**config.mk**
```make
export PLATFORM = sky130hd
export DESIGN_NAME = pe_col_drain_flat
export DESIGN_NICKNAME = d
export VERILOG_FILES = /design/src/rtl/pe_col_drain_if.sv /design/src/rtl/pe_col_drain.sv /design/src/flat_wrapper.sv
export SDC_FILE = /design/constraint.sdc
export NUM_CORES = 1
export LEC_CHECK = 0
export CORE_UTILIZATION = 56
export DETAILED_ROUTE_END_ITERATION = 6
export DONT_BUFFER_PORTS = 1
export HOLD_SLACK_MARGIN = 0.02
export PLACE_DENSITY = 0.68
export SLEW_MARGIN = 10
export SYNTH_ARGS = -nofsm -noshare
export SYNTH_HDL_FRONTEND = slang
export SYNTH_SLANG_ARGS = --single-unit
```
**constraint.sdc**
```tcl
create_clock -name clk -period 11.2 [get_ports clk]
set_input_delay 2.8 -clock clk [delete_from_list [all_inputs] [get_ports clk]]
set_output_delay 2.8 -clock clk [all_outputs]
set_load 0.05 [all_outputs]
```
**src/rtl/pe_col_drain_if.sv**
```systemverilog
// Downstream valid/ready stream carrying formatted drain words.
interface pe_col_drain_if #(
    parameter int OUT_WIDTH = 32,
    parameter int ROWS      = 16
);
    localparam int RW = $clog2(ROWS);

    logic                 m_valid;
    logic                 m_ready;
    logic [OUT_WIDTH-1:0] m_data;
    logic [RW-1:0]        m_row;
    logic                 m_last;

    modport master (
        output m_valid, m_data, m_row, m_last,
        input  m_ready
    );

    modport slave (
        input  m_valid, m_data, m_row, m_last,
        output m_ready
    );
endinterface

```
**src/rtl/pe_col_drain.sv**
```systemverilog
// Systolic column drain: grant, row tagging, int/fp formatting, output FIFO.
// Optional macro PE_COL_DRAIN_SAT_EN: saturating int narrowing.
module pe_col_drain #(
    parameter int ROWS       = 16,
    parameter int IN_WIDTH   = 48,
    parameter int OUT_WIDTH  = 32,
    parameter int SHIFT      = 0,
    parameter int FIFO_DEPTH = 32
) (
    input  logic                clk,
    input  logic                rst_n,
    input  logic [1:0]          mode_sel_in,
    input  logic                drain_req_in,
    output logic                drain_gnt_out,
    input  logic                col_vld_in,
    input  logic [IN_WIDTH-1:0] col_in,
    output logic                err_out,
    input  logic                err_clr_in,
    pe_col_drain_if.master      dn
);
    localparam int RW = $clog2(ROWS);
    localparam int AW = $clog2(FIFO_DEPTH);
    localparam int EW = OUT_WIDTH + RW + 1;
    localparam logic [RW-1:0] ROWS_M1 = RW'(ROWS - 1);

    typedef enum logic [1:0] {
        IDLE,
        GRANT,
        COLLECT
    } state_t;

    state_t        state;
    logic [RW-1:0] cnt;
    logic [1:0]    mode_q;

    logic [EW-1:0] mem [FIFO_DEPTH];
    logic [AW:0]   wr_ptr;
    logic [AW:0]   rd_ptr;
    logic [AW:0]   mem_cnt;
    logic [AW+1:0] occ;
    logic          head_vld;
    logic [EW-1:0] head;

    logic                 push;
    logic                 stray;
    logic                 pop;
    logic                 load;
    logic                 room;
    logic                 is_fp;
    logic                 sat_hit;
    logic [OUT_WIDTH-1:0] fmt;
    logic [RW-1:0]        row;
    logic [EW-1:0]        entry;

    assign push    = col_vld_in && (state == COLLECT);
    assign stray   = col_vld_in && (state != COLLECT);
    assign pop     = head_vld && dn.m_ready;
    assign mem_cnt = wr_ptr - rd_ptr;
    assign load    = (mem_cnt != '0) && (!head_vld || pop);

    // Head register counts toward capacity; a same-cycle pop frees its slot.
    assign occ  = {1'b0, mem_cnt}
                + {{(AW+1){1'b0}}, head_vld}
                - {{(AW+1){1'b0}}, pop};
    assign room = occ <= (AW+2)'(FIFO_DEPTH - ROWS);

    assign is_fp = mode_q inside {2'b10, 2'b11};
    assign row   = ROWS_M1 - cnt;
    assign entry = {fmt, row, (row == '0)};

`ifdef PE_COL_DRAIN_SAT_EN
    localparam int XW = IN_WIDTH + OUT_WIDTH;
    localparam logic signed [XW-1:0] SMAX =
        {{(IN_WIDTH+1){1'b0}}, {(OUT_WIDTH-1){1'b1}}};
    localparam logic signed [XW-1:0] SMIN = ~SMAX;

    logic signed [XW-1:0] sx;

    always_comb begin
        sx      = {{OUT_WIDTH{col_in[IN_WIDTH-1]}}, col_in};
        sx      = sx >>> SHIFT;
        sat_hit = 1'b0;
        fmt     = sx[OUT_WIDTH-1:0];
        if (is_fp) begin
            fmt = OUT_WIDTH'(col_in);
        end else if (sx > SMAX) begin
            fmt     = SMAX[OUT_WIDTH-1:0];
            sat_hit = 1'b1;
        end else if (sx < SMIN) begin
            fmt     = SMIN[OUT_WIDTH-1:0];
            sat_hit = 1'b1;
        end
    end
`else
    always_comb begin
        sat_hit = 1'b0;
        if (is_fp)
            fmt = OUT_WIDTH'(col_in);
        else
            fmt = OUT_WIDTH'($signed(col_in) >>> SHIFT);
    end
`endif

    always_ff @(posedge clk or negedge rst_n) begin
        if (!rst_n) begin
            state         <= IDLE;
            drain_gnt_out <= 1'b0;
            cnt           <= '0;
            mode_q        <= 2'b00;
        end else begin
            unique case (state)
                IDLE: begin
                    if (drain_req_in && room) begin
                        state         <= GRANT;
                        drain_gnt_out <= 1'b1;
                    end
                end
                GRANT: begin
                    drain_gnt_out <= 1'b0;
                    mode_q        <= mode_sel_in;
                    cnt           <= '0;
                    state         <= COLLECT;
                end
                COLLECT: begin
                    if (col_vld_in) begin
                        cnt <= cnt + 1'b1;
                        if (cnt == ROWS_M1)
                            state <= IDLE;
                    end
                end
                default: begin
                    state         <= IDLE;
                    drain_gnt_out <= 1'b0;
                end
            endcase
        end
    end

    always_ff @(posedge clk) begin
        if (push)
            mem[wr_ptr[AW-1:0]] <= entry;
    end

    always_ff @(posedge clk or negedge rst_n) begin
        if (!rst_n) begin
            wr_ptr   <= '0;
            rd_ptr   <= '0;
            head_vld <= 1'b0;
            head     <= '0;
        end else begin
            if (push)
                wr_ptr <= wr_ptr + 1'b1;
            if (load) begin
                head     <= mem[rd_ptr[AW-1:0]];
                rd_ptr   <= rd_ptr + 1'b1;
                head_vld <= 1'b1;
            end else if (pop) begin
                head_vld <= 1'b0;
            end
        end
    end

    always_ff @(posedge clk or negedge rst_n) begin
        if (!rst_n)
            err_out <= 1'b0;
        else
            err_out <= stray | (push & sat_hit) | (err_out & ~err_clr_in);
    end

    assign dn.m_valid = head_vld;
    assign {dn.m_data, dn.m_row, dn.m_last} = head;

    a_no_overflow: assert property (
        @(posedge clk) disable iff (!rst_n)
        !(push && (mem_cnt == (AW+1)'(FIFO_DEPTH)))
    );
endmodule

```
**src/flat_wrapper.sv**
```systemverilog
// flat-port wrapper written by rule: the top's interface ports become plain ports
module pe_col_drain_flat 
#(
    parameter int ROWS       = 16,
    parameter int IN_WIDTH   = 48,
    parameter int OUT_WIDTH  = 32,
    parameter int SHIFT      = 0,
    parameter int FIFO_DEPTH = 32
)
  (clk, rst_n, mode_sel_in, drain_req_in, drain_gnt_out, col_vld_in, col_in, err_out, err_clr_in, dn_m_valid, dn_m_data, dn_m_row, dn_m_last, dn_m_ready);
  pe_col_drain_if #(.OUT_WIDTH(OUT_WIDTH), .ROWS(ROWS)) dn_i ();
  input  logic clk;
  input  logic rst_n;
  input  logic [1:0] mode_sel_in;
  input  logic drain_req_in;
  output logic drain_gnt_out;
  input  logic col_vld_in;
  input  logic [IN_WIDTH-1:0] col_in;
  output logic err_out;
  input  logic err_clr_in;
  output wire logic [$bits(dn_i.m_valid)-1:0] dn_m_valid;
  output wire logic [$bits(dn_i.m_data)-1:0] dn_m_data;
  output wire logic [$bits(dn_i.m_row)-1:0] dn_m_row;
  output wire logic [$bits(dn_i.m_last)-1:0] dn_m_last;
  input wire logic [$bits(dn_i.m_ready)-1:0] dn_m_ready;
  assign dn_m_valid = dn_i.m_valid;
  assign dn_m_data = dn_i.m_data;
  assign dn_m_row = dn_i.m_row;
  assign dn_m_last = dn_i.m_last;
  assign dn_i.m_ready = dn_m_ready;
  pe_col_drain #(.ROWS(ROWS), .IN_WIDTH(IN_WIDTH), .OUT_WIDTH(OUT_WIDTH), .SHIFT(SHIFT), .FIFO_DEPTH(FIFO_DEPTH)) u_core (.clk(clk), .rst_n(rst_n), .mode_sel_in(mode_sel_in), .drain_req_in(drain_req_in), .drain_gnt_out(drain_gnt_out), .col_vld_in(col_vld_in), .col_in(col_in), .err_out(err_out), .err_clr_in(err_clr_in), .dn(dn_i));
endmodule
```
---- After elaboration in Yosys (flattened, before gate mapping) ----
Memories as Yosys holds them, arrays and structs flattened. A register that Yosys moved wholly into a read port is not among the register bits.
Index checks and enable logic that the tools add are counted.
storage, ports and cells
  register bits ........................... 21
  bits in writable memories ............... 1,184
  bits of input ports ..................... 56
  output and inout bits ................... 40
  logic and storage cells ................. 55
  memories ................................ 1
memories
  name        words  width  read ports  clocked after memory_dff  write ports  line                source
  u_core.mem  32     37     1           1                         1            pe_col_drain.sv:36  logic [EW-1:0] mem [FIFO_DEPTH];
cells by class
  add/sub/neg operators ................... 7
  magnitude comparators ................... 1
  equal/unequal tests ..................... 7
  mux-type cells .......................... 12
  bitwise operators ....................... 4
  reductions and logical operators ........ 16
operator list
  kind                 count
  $add 6x1->6 const B  2
  $pmux 4 s2           1
  $add 6x1->7          1
  $le 7x5->1 const B   1
  $sub 7x1->7          1
  $mux 2               3
  $ne 2x2->1 const B   3
  $pmux 2 s3           1
  $reduce_bool 6->1    1
  $sub 6x6->6          1
  $logic_and 1x1->1    5
  $mux 1               5
  $add 4x1->4 const B  1
  $eq 4x4->1 const B   1
  $logic_not 4->1      1
  $mux 4               1
  $reduce_and 2->1     2
  $reduce_bool 2->1    2
  $sub 4x4->4 const A  1
  $reduce_and 3->1     1
  $eq 2x1->1 const B   1
  $eq 2x2->1 const B   1
  $logic_not 1->1      2
  $logic_not 2->1      1
  other kinds (6)      7

---- Longest topological paths before layout ----
Gate-level depths: netlist of run 1.
  depth after elaboration ................. 7
  depth in mapped cells ................... 16

---- Least setup slack after synthesis of run 1 ----
No wires, ideal clock.
  path type ............................... input-to-reg
  start point ............................. input port col_vld_in
  end point ............................... memory u_core.mem[15][0] (netlist bit) (enable)
  data arrival time ....................... 5,315 ps
  required time ........................... 10,769 ps
  path slack .............................. 5,454 ps
  stages on the path ...................... 6
  path buffers ............................ 2
  cell sequence ........................... clkbuf_1 nand2_1 nor2_1 nand2_1 clkbuf_1 nor2_1
on the way
  cells in the longest elaborated chain, start to end .. 3
ends and longest elaborated chain
  what                          line                 source
  start: declaration            flat_wrapper.sv:17   input logic col_vld_in;
  $logic_and 1x1->1             pe_col_drain.sv:55   assign push = col_vld_in && (state == COLLECT);
  $mux 1                        pe_col_drain.sv:140  if (push)
  $mux 1 (not written as such)  pe_col_drain.sv:141  mem[wr_ptr[AW-1:0]] <= entry;
  end: declaration              pe_col_drain.sv:36
No other way between the ends.

---- Worst setup path after layout of run 1 ----
  start point ............................. input port col_vld_in
  end point ............................... memory u_core.mem[15][33] (netlist bit) (enable)
Same word-level chain as after synthesis.

==> flow_metrics.py, run 1 <==
metrics = {
    "run_status": {
        "outcome": "completed",
    },
    "route": {
        "drt_pass1_iterations": 7,
        "detailroute.via_count": 21539,
        "avgViaCountPerCell": 6.43,
        "wl_um": 106000,
        "number_of_nets_with_antenna_violations_after_routing": 0,
        "route.detailed.wl_per_inst_um": 31.6,
        "drt_iter0_markers": 2463,
        "remaining_drc_errors": 0,
    },
    "critical_path": {
        "critical_path_required_ns": 11.51,
        "worst_ep_arrival_time_ns": 5.47,
        "r2r_cells": 13,
        "worst_setup_path_end_kind": "flop",
        "crit_type": "primary input to flop",
        "critical_path_peak_fanout": 24,
        "start_kind": "primary input",
    },
    "synthesis": {
        "mappedNetlistArea_sq_um": 47700,
        "synth.avg_cell_area_sq_um": 23.3,
        "synth.distinct_cells": 46,
        "basic_gate_share_of_the_synthesized_area_counting_and_or_nand_and_nor_cells_pct": 1.75,
        "yosys-mux-area-fraction_pct": 17.5,
        "synth-compound-area-share_pct": 0.977,
        "synth_sequential_area_ratio_pct": 77.6,
        "synth_top_family_by_area": "multiplexers",
        "synth-warning-count": 0,
        "synthesis.instances": 2047,
        "synth_edf_count": 1184,
        "ys.flop_type": "edfxtp_1",
        "synth_seq_cells": 1242,
        "synth-async-reset-ratio_pct": 4.67,
        "synth_xor_xnor_area_share_pct": 0.294,
        "synth-adder-area-share_pct": 0.504,
    },
    "finish": {
        "drive_above_1_share_pct": 28.7,
        "layout.cells.most_common": "edfxtp_1",
        "utilization_pct": 63.3,
        "antenna_cells": 0,
        "most_frequent_cells_in_the_layout": "1184 x edfxtp_1, 370 x mux4_2, 124 x clkbuf_16",
        "final_stage_net_count": 2184,
        "synthToLayoutAreaGrowth_pct": 11.5,
        "fin_cells": 3348,
    },
    "power_and_ir_drop": {
        "peakVddDrop_v": 0.000169,
        "p_leak_nw": 16.6,
        "power_per_unit_of_standard_cell_area_nw_per_um2": 256,
        "power_mw": 13.6,
    },
    "clocking": {
        "holdBufCountCts": 0,
        "cts_max_level": 3,
        "cells_resized_by_post_cts_repair": 0,
        "cts_root_buf": "clkbuf_16",
        "cts_setup_buffers": 0,
        "clk_latency_ns": 0.69,
        "numCtsBuffers": 119,
        "numClockSinks": 1242,
        "cts_tree": "done",
        "clkSlewWorstSetupHoldPaths_ns": 0.06,
        "buffer_depth_of_the_longest_clock_path": 3,
    },
    "placed_design": {
        "hpwlAfterDp_um": 54500,
        "placed_cells": 3123,
        "io_buffer_count": 0,
        "place.gp.congestion": 0.788,
    },
    "worst_hold_path": {
        "hp-class": "flop to flop",
        "worst_hold_path.num_cells": 1,
    },
    "sta": {
        "worst_pin_slew_ns": 1.14,
        "finalClockSkew_ns": 0.0255,
        "slew_viols_final": 0,
        "hold_viol_final": 0,
        "post-route-period-util_pct": 46.1,
        "final.min_clock_period_ns": 5.16,
        "maxSlewHeadroom_pct": 23.9,
        "rsz0062_at_grt": "no",
        "finalSetupViolCount": 0,
        "final.setup.tns_ns": 0,
        "achievable-frequency_mhz": 194,
        "final.hold.worst_slack_ns": 0.499,
    },
    "grt": {
        "globalRouteOverflowTotal": 0,
        "grt_antenna_before_repair": 0,
        "first_global_vias": 22215,
        "grt_first_pass_wirelength_um": 154000,
        "pin_count_of_the_biggest_net_entering_global_routing": 74,
        "groute.usage.overall_pct": 25.3,
    },
    "die": {
        "core_area_sq_um": 84000,
        "initial_core_util_pct": 56.8,
        "chipWidth_um": 294,
        "floorplan.rows": 106,
        "die_area_sq_um": 86300,
        "fp.dieH_um": 294,
        "io-pin-count": 96,
    },
    "run": {
        "max_cap_violations": 0,
    },
}
[layout make-up]
| class | count | area, sq um |
|---|---|---|
| clock inverters | 74 | 762 |
| repair buffers | 47 | 353 |
| multi-input cells | 681 | 10300 |
| inverters | 19 | 76.3 |
| flip-flops and latches | 1242 | 37000 |
| well taps | 1134 | 1420 |
| fillers | 5452 | 30800 |
| clock buffers | 151 | 3230 |
[flip-flops by register name (all words and copies together), names as in the netlist]
name                  cells
u_core.err_out            1
u_core.mem             1184
u_core.drain_gnt_out      1
u_core.wr_ptr             6
u_core.head              37
u_core.state              2
u_core.cnt                4
u_core.dn.m_valid         1
u_core.rd_ptr             6
[power by group]
| group | internal [mW] | switching [mW] | total, mW | leakage [nW] |
|---|---|---|---|---|
| logic | 1.72 | 1.80 | 3.52 | 3.34 |
| registers | 5.42 | 0.586 | 6.00 | 11.3 |
| clock network | 2.40 | 1.67 | 4.07 | 1.95 |
[synthesized netlist by cell type, types with 9 or more instances]
| cell type | n | area, sq um |
|---|---|---|
| a31oi_1 | 37 | 231 |
| o21ai_0 | 9 | 45.0 |
| nor2_1 | 81 | 304 |
| inv_1 | 18 | 67.6 |
| a21oi_1 | 9 | 45.0 |
| buf_2 | 20 | 100 |
| dfrtp_1 | 58 | 1450 |
| edfxtp_1 | 1184 | 35600 |
| ha_1 | 16 | 200 |
| nand2_1 | 92 | 345 |
| mux4_2 | 370 | 8330 |
| clkbuf_1 | 54 | 203 |
| xnor2_1 | 9 | 78.8 |
| buf_4 | 20 | 150 |
[cells by family after synthesis]
kind of cell    Yosys count
simple gates            201
fa+ha+maj                18
flops                  1242
xor+xnor                 16
compound gates           72
buf+inv                 125
mux                     372
other cells               1
[stage by stage]
step                      worst slack (ns)  cell area (sq um)
after global routing                  5.92              53100
final                                 6.04              53100
after global placement                5.42              49200
after detailed placement              5.34              49200
after floorplan                       5.45              47700
after CTS                             6.06              53100
[worst paths after layout]
path                       slack, ns                         start                            to
max                             6.04                    col_vld_in  u_core.mem[15][33]$_DFFE_PP_
min                             0.50  u_core.wr_ptr[5]$_DFFE_PN0P_  u_core.wr_ptr[5]$_DFFE_PN0P_
max reg2reg                     6.72  u_core.rd_ptr[1]$_DFFE_PN0P_  u_core.rd_ptr[5]$_DFFE_PN0P_
min reg2reg                     0.50  u_core.wr_ptr[5]$_DFFE_PN0P_  u_core.wr_ptr[5]$_DFFE_PN0P_
max in group asynchronous       9.23                         rst_n   u_core.head[17]$_DFFE_PN0P_
min in group asynchronous       1.81                         rst_n    u_core.head[2]$_DFFE_PN0P_
[critical path, stage by stage]
cell and delay, ns:
nand2_1 0.03, nor2_1 0.46, nand2_1 0.71, nor2_4 0.77, buf_4 0.62
[layer usage]
metal,global-route usage [%],wire (um),up-vias
li1,-,-,8771
met1,36.7,42300,11634
met2,39.7,51100,998
met3,5.32,10100,136
met4,6.91,2320,0
met5,0,0,-
No activity file was read; power rests on OpenSTA's default activity.
==> run 2: changes to the inputs <==
Clock period 11.2 ns to 5.4 ns, I/O delays scaled along.
==> flow_metrics.py, run 2 (same netlist as run 1, synthesis figures left out) <==
metrics = {
    "run_status": {
        "outcome": "completed",
    },
    "die": {
        "die_area_sq_um": 86300,
        "chipWidth_um": 294,
        "core_area_sq_um": 84000,
        "io-pin-count": 96,
        "floorplan.rows": 106,
        "fp.dieH_um": 294,
        "initial_core_util_pct": 56.8,
    },
    "power_and_ir_drop": {
        "switching_share_pct": 30.0,
        "power_per_unit_of_standard_cell_area_nw_per_um2": 527,
        "power_mw": 28.1,
        "peakVddDrop_v": 0.000506,
        "netSwitchingPower_mw": 8.45,
        "internal_power_mw": 19.7,
        "p_leak_nw": 16.7,
        "clockPowerShare_pct": 29.9,
        "combPwrFrac_pct": 26.3,
        "seq_power_share_pct": 43.8,
    },
    "finish": {
        "most_frequent_cells_in_the_layout": "1184 x edfxtp_1, 370 x mux4_2, 121 x clkbuf_16",
        "largest_register_ff_count": 1184,
        "antenna_cells": 0,
        "final_stage_net_count": 2195,
        "layout.cells.most_common": "edfxtp_1",
        "synthToLayoutAreaGrowth_pct": 12.1,
        "drive_above_1_share_pct": 29.0,
    },
    "grt": {
        "globalRouteOverflowTotal": 0,
        "groute.usage.overall_pct": 25.4,
        "grt_first_pass_wirelength_um": 155000,
        "top_usage_layer": "met2",
        "pin_count_of_the_biggest_net_entering_global_routing": 119,
        "gr-usage-met2_pct": 39.2,
        "first_global_vias": 22251,
        "grt_antenna_before_repair": 1,
        "global_route.usage.met3_pct": 5.14,
        "global_route.usage.met1_pct": 38.3,
    },
    "sta": {
        "achievable-frequency_mhz": 252,
        "hold_viol_final": 0,
        "post-route-period-util_pct": 73.4,
        "slew_viols_final": 0,
        "worst_pin_slew_ns": 1.25,
        "finalSetupViolCount": 0,
        "final.min_clock_period_ns": 3.96,
        "rsz0062_at_grt": "no",
        "maxSlewHeadroom_pct": 16.5,
        "final.setup.tns_ns": 0,
        "finalClockSkew_ns": 0.0643,
    },
    "route": {
        "wl_um": 107000,
        "detailroute.via_count": 21907,
        "route.detailed.wl_per_inst_um": 31.8,
        "drt_iter0_markers": 2476,
        "avgViaCountPerCell": 6.52,
        "remaining_drc_errors": 0,
        "drt_pass1_iterations": 5,
        "number_of_nets_with_antenna_violations_after_routing": 0,
    },
    "critical_path": {
        "start_kind": "flop",
        "worstPathBufferInverterCount": 1,
        "crit_family": "flip-flops",
        "worst_setup_path_end_kind": "flop",
        "worst_ep_arrival_time_ns": 4.52,
        "critical_path_peak_fanout": 42,
        "timing.critical_path.cells": "inv_1 -> ha_1 -> nand2b_1 -> a21oi_1 -> xnor2_1 -> ha_1 -> xor2_1 -> or4_1 -> a211oi_1 -> a211oi_2 -> o32ai_1",
        "critPathMaxStageDelay_ns": 0.84,
        "cp_slowest_cell": "dfrtp_4",
        "crit_top_cell": "ha_1",
        "crit_type": "flop to flop",
        "critical_path_required_ns": 5.95,
    },
    "clocking": {
        "cts_root_buf": "clkbuf_16",
        "cts_max_level": 3,
        "cells_resized_by_post_cts_repair": 0,
        "cts_setup_buffers": 0,
        "buffer_depth_of_the_longest_clock_path": 3,
        "numCtsBuffers": 120,
        "clkSlewWorstSetupHoldPaths_ns": 0.06,
        "numClockSinks": 1242,
        "cts_tree": "done",
        "clk_latency_ns": 0.72,
        "holdBufCountCts": 0,
    },
    "placed_design": {
        "hpwlAfterDp_um": 55800,
        "io_buffer_count": 0,
        "place.gp.congestion": 0.798,
    },
    "run": {
        "max_cap_violations": 0,
    },
    "worst_hold_path": {
        "hp-class": "primary input to async pin",
    },
}
[run 2: cell count changes in the layout (fill, tap and decap cells not counted), sizes merged]
cell,previous run,this run
buf,47,57
bufinv,16,15
clkinvlp,4,5
inv,21,22
clkinv,52,54
clkbuf,151,149
[run 2: worst paths after layout]
check                           cells past startpoint                         start  slack, ns                          endpoint
worst min-delay path                                0                         rst_n       0.34       u_core.head[24]$_DFFE_PN0P_
worst max-delay path                               11  u_core.rd_ptr[1]$_DFFE_PN0P_       1.44  u_core.drain_gnt_out$_DFFE_PN0P_
min in group clk                                    1  u_core.wr_ptr[5]$_DFFE_PN0P_       0.50      u_core.wr_ptr[5]$_DFFE_PN0P_
worst max register to register                     11  u_core.rd_ptr[1]$_DFFE_PN0P_       1.44  u_core.drain_gnt_out$_DFFE_PN0P_
max in group asynchronous                           0                         rst_n       4.91      u_core.rd_ptr[0]$_DFFE_PN0P_
worst min register to register                      1  u_core.wr_ptr[5]$_DFFE_PN0P_       0.50      u_core.wr_ptr[5]$_DFFE_PN0P_
[run 2: layer usage]
layer	up-vias	routed length, um	part of all wire [%]
li1	8812	-	-
met1	11960	44100	41
met2	984	50900	48
met3	151	9740	9.1
met4	0	2020	1.9
met5	-	0	0
[run 2: power by group through the flow]
| stage | clock network, mW | logic [mW] | registers [mW] |
|---|---|---|---|
| after global routing | 8.85 | 7.98 | 12.4 |
| after CTS | 8.50 | 7.53 | 12.3 |
| after global placement | 0 | 7.36 | 12.5 |
| after detailed placement | 0 | 7.50 | 12.5 |
| final | 8.41 | 7.41 | 12.3 |
| after floorplan | 0 | 5.88 | 12.1 |
[run 2: worst reg2reg max path, cell delays in order (launching register included)]
cell and delay (ns):
dfrtp_4 0.84, inv_1 0.21, ha_1 0.33, nand2b_1 0.11, a21oi_1 0.09, xnor2_1 0.53
ha_1 0.38, xor2_1 0.17, or4_1 0.46, a211oi_1 0.35, a211oi_2 0.10, o32ai_1 0.29
[run 2: cell type report]
| class | count | area [sq um] |
|---|---|---|
| fill | 5434 | 30500 |
| clock buffer | 149 | 3150 |
| clock inverter | 77 | 837 |
| inverter | 19 | 76.3 |
| multi-input combinational | 681 | 10300 |
| sequential | 1242 | 37000 |
| timing repair buffer | 57 | 653 |
| tap | 1134 | 1420 |
[run 2: stage by stage]
stage | hold WS [ns] | cell area (sq um) | instances | util (%) | setup WS (ns)
finish | 0.338 | 53400 | 3359 | 63.7 | 1.44
global route | 0.308 | 53400 | 3359 | 63.7 | 1.12
CTS | 0.298 | 53400 | 3359 | 63.7 | 1.43
detailed placement | 0.487 | 49500 | 3133 | 58.9 | 1.22
global placement | 0.483 | 49500 | 3133 | 58.9 | 1.29
floorplan | 0.461 | 47700 | 2048 | - | 1.10
==> run 3: changes to the inputs <==
Settings changed: PLACE_DENSITY 0.68 to 0.71.
Clock period 5.4 ns to 3.5 ns, I/O delays scaled along.
==> flow_metrics.py, run 3 (same netlist as run 1, synthesis figures left out) <==
metrics = {
    "die": {
        "io-pin-count": 96,
        "fp.dieH_um": 294,
        "floorplan.rows": 106,
        "initial_core_util_pct": 56.8,
        "chipWidth_um": 294,
        "die_area_sq_um": 86300,
        "core_area_sq_um": 84000,
    },
    "run_status": {
        "outcome": "completed",
    },
    "critical_path": {
        "worst_ep_arrival_time_ns": 3.81,
        "timing.critical_path.cells": "buf_4 -> buf_4 -> mux4_2 -> mux4_2 -> nand2_1 -> a31oi_1",
        "critical_path_peak_fanout": 35,
        "critical_path_required_ns": 4.04,
        "worstPathBufferInverterCount": 2,
        "crit_family": "buffers and inverters",
        "start_kind": "flop",
        "crit_type": "flop to flop",
        "r2r_setup_slack_ns": 0.23,
        "cp_slowest_cell": "buf_4",
        "worst_setup_path_end_kind": "flop",
        "critPathMaxStageDelay_ns": 0.71,
    },
    "route": {
        "route.detailed.wl_per_inst_um": 32.2,
        "avgViaCountPerCell": 6.56,
        "remaining_drc_errors": 0,
        "drt_pass1_iterations": 7,
        "detailroute.via_count": 22209,
        "wl_um": 109000,
        "drt_iter0_markers": 2717,
        "number_of_nets_with_antenna_violations_after_routing": 0,
    },
    "sta": {
        "hold_viol_final": 0,
        "setup_slack_ns": 0.233,
        "finalClockSkew_ns": 0.0306,
        "final.min_clock_period_ns": 3.27,
        "rsz0062_at_grt": "no",
        "maxSlewHeadroom_pct": 19.9,
        "achievable-frequency_mhz": 306,
        "final.setup.tns_ns": 0,
        "post-route-period-util_pct": 93.3,
        "worst_pin_slew_ns": 1.20,
        "finalSetupViolCount": 0,
        "slew_viols_final": 0,
    },
    "finish": {
        "largest_register_ff_count": 1184,
        "num-fill-cells": 5322,
        "synthToLayoutAreaGrowth_pct": 12.7,
        "final_stage_net_count": 2216,
        "utilization_pct": 64.0,
        "most_frequent_cells_in_the_layout": "1184 x edfxtp_1, 370 x mux4_2, 122 x clkbuf_16",
        "fin_cells": 3384,
        "layout.cells.most_common": "edfxtp_1",
        "antenna_cells": 0,
        "drive_above_1_share_pct": 29.5,
    },
    "placed_design": {
        "placed_cells": 3153,
        "hpwlAfterDp_um": 54900,
        "worst_setup_slack_post_dpl_ns": 0.202,
        "io_buffer_count": 0,
        "place.gp.congestion": 0.769,
    },
    "clocking": {
        "clkSlewWorstSetupHoldPaths_ns": 0.07,
        "cts_max_level": 3,
        "clk_latency_ns": 0.70,
        "cts_root_buf": "clkbuf_16",
        "cts_tree": "done",
        "buffer_depth_of_the_longest_clock_path": 3,
        "numCtsBuffers": 120,
        "numClockSinks": 1242,
    },
    "grt": {
        "groute.usage.overall_pct": 26.0,
        "globalRouteOverflowTotal": 0,
        "grt_antenna_before_repair": 2,
        "pin_count_of_the_biggest_net_entering_global_routing": 151,
        "grt_first_pass_wirelength_um": 157000,
        "first_global_vias": 22525,
    },
    "power_and_ir_drop": {
        "p_leak_nw": 16.8,
        "peakVddDrop_v": 0.000645,
        "power_per_unit_of_standard_cell_area_nw_per_um2": 806,
        "power_mw": 43.3,
    },
    "run": {
        "max_cap_violations": 0,
    },
    "worst_hold_path": {
        "hp-class": "primary input to async pin",
    },
}
run 3: changes by cell type in the layout (fill, tap and decap cells not counted), moves of 6 or more:
cell       before  now
buf_12         18   31
clkbuf_1       26   37
clkbuf_8        2   11
buf_4          39   46
bufinv_16      15    8
clkinv_2       20   14
run 3: worst reg2reg max path: cells and delay by family (launching register included):
kind,cells,cell delay [ns]
compound gates,1,0.11
buf+inv,2,1.31
flops,1,0.40
mux,2,1.15
simple gates,1,0.16
run 3: power breakdown:
part / internal (mW) / switching (mW) / leakage (nW)
Clock: 7.23 / 5.35 / 1.88
Combinational: 5.69 / 6.16 / 3.61
Sequential: 17.3 / 1.53 / 11.3
Total: 30.3 / 13.0 / 16.8
run 3: worst paths after layout:
check | startpoint | endpoint | depth (start not counted)
min | rst_n | u_core.head[14]$_DFFE_PN0P_ | 1
max reg2reg | u_core.rd_ptr[0]$_DFFE_PN0P_ | u_core.head[33]$_DFFE_PN0P_ | 6
max in group asynchronous | rst_n | u_core.rd_ptr[0]$_DFFE_PN0P_ | 1
min in group clk | col_in[7] | u_core.mem[24][12]$_DFFE_PP_ | 0
max | u_core.rd_ptr[0]$_DFFE_PN0P_ | u_core.head[33]$_DFFE_PN0P_ | 6
min reg2reg | u_core.wr_ptr[5]$_DFFE_PN0P_ | u_core.wr_ptr[5]$_DFFE_PN0P_ | 1
run 3: layer usage:
metal	vias to the layer above	share of wire, %	track usage (%)
met3	208	10	6.13
met4	4	3.5	9.34
met2	1150	49	41.1
met1	11986	38	35.9
li1	8861	-	-
met5	-	0.027	0
run 3: repair_timing:
action / CTS / global route
endpoints found under the hold margin: 58 / 0
hold buffers: 1 / 0
buffers inserted: 0 / 0
gates resized for setup: 0 / 2
endpoints found under the setup margin: 0 / 1
run 3: layout make-up:
| cell class | count | area (sq um) | area share [%] |
|---|---|---|---|
| Multi-Input combinational cell | 681 | 10300 | 19.2 |
| Sequential cell | 1242 | 37000 | 68.9 |
| Inverter | 19 | 76.3 | 0.142 |
| Clock inverter | 60 | 543 | 1.01 |
| Timing Repair Buffer | 78 | 993 | 1.85 |
| Tap cell | 1134 | 1420 | 2.64 |
| Clock buffer | 170 | 3340 | 6.23 |
run 3: metrics by stage:
step	hold slack, ns	cell area [sq um]
after CTS	0.0794	53700
after global routing	0.0994	53700
after detailed placement	0.483	49800
after floorplan	0.461	47700
final	0.104	53700
after global placement	0.480	49800
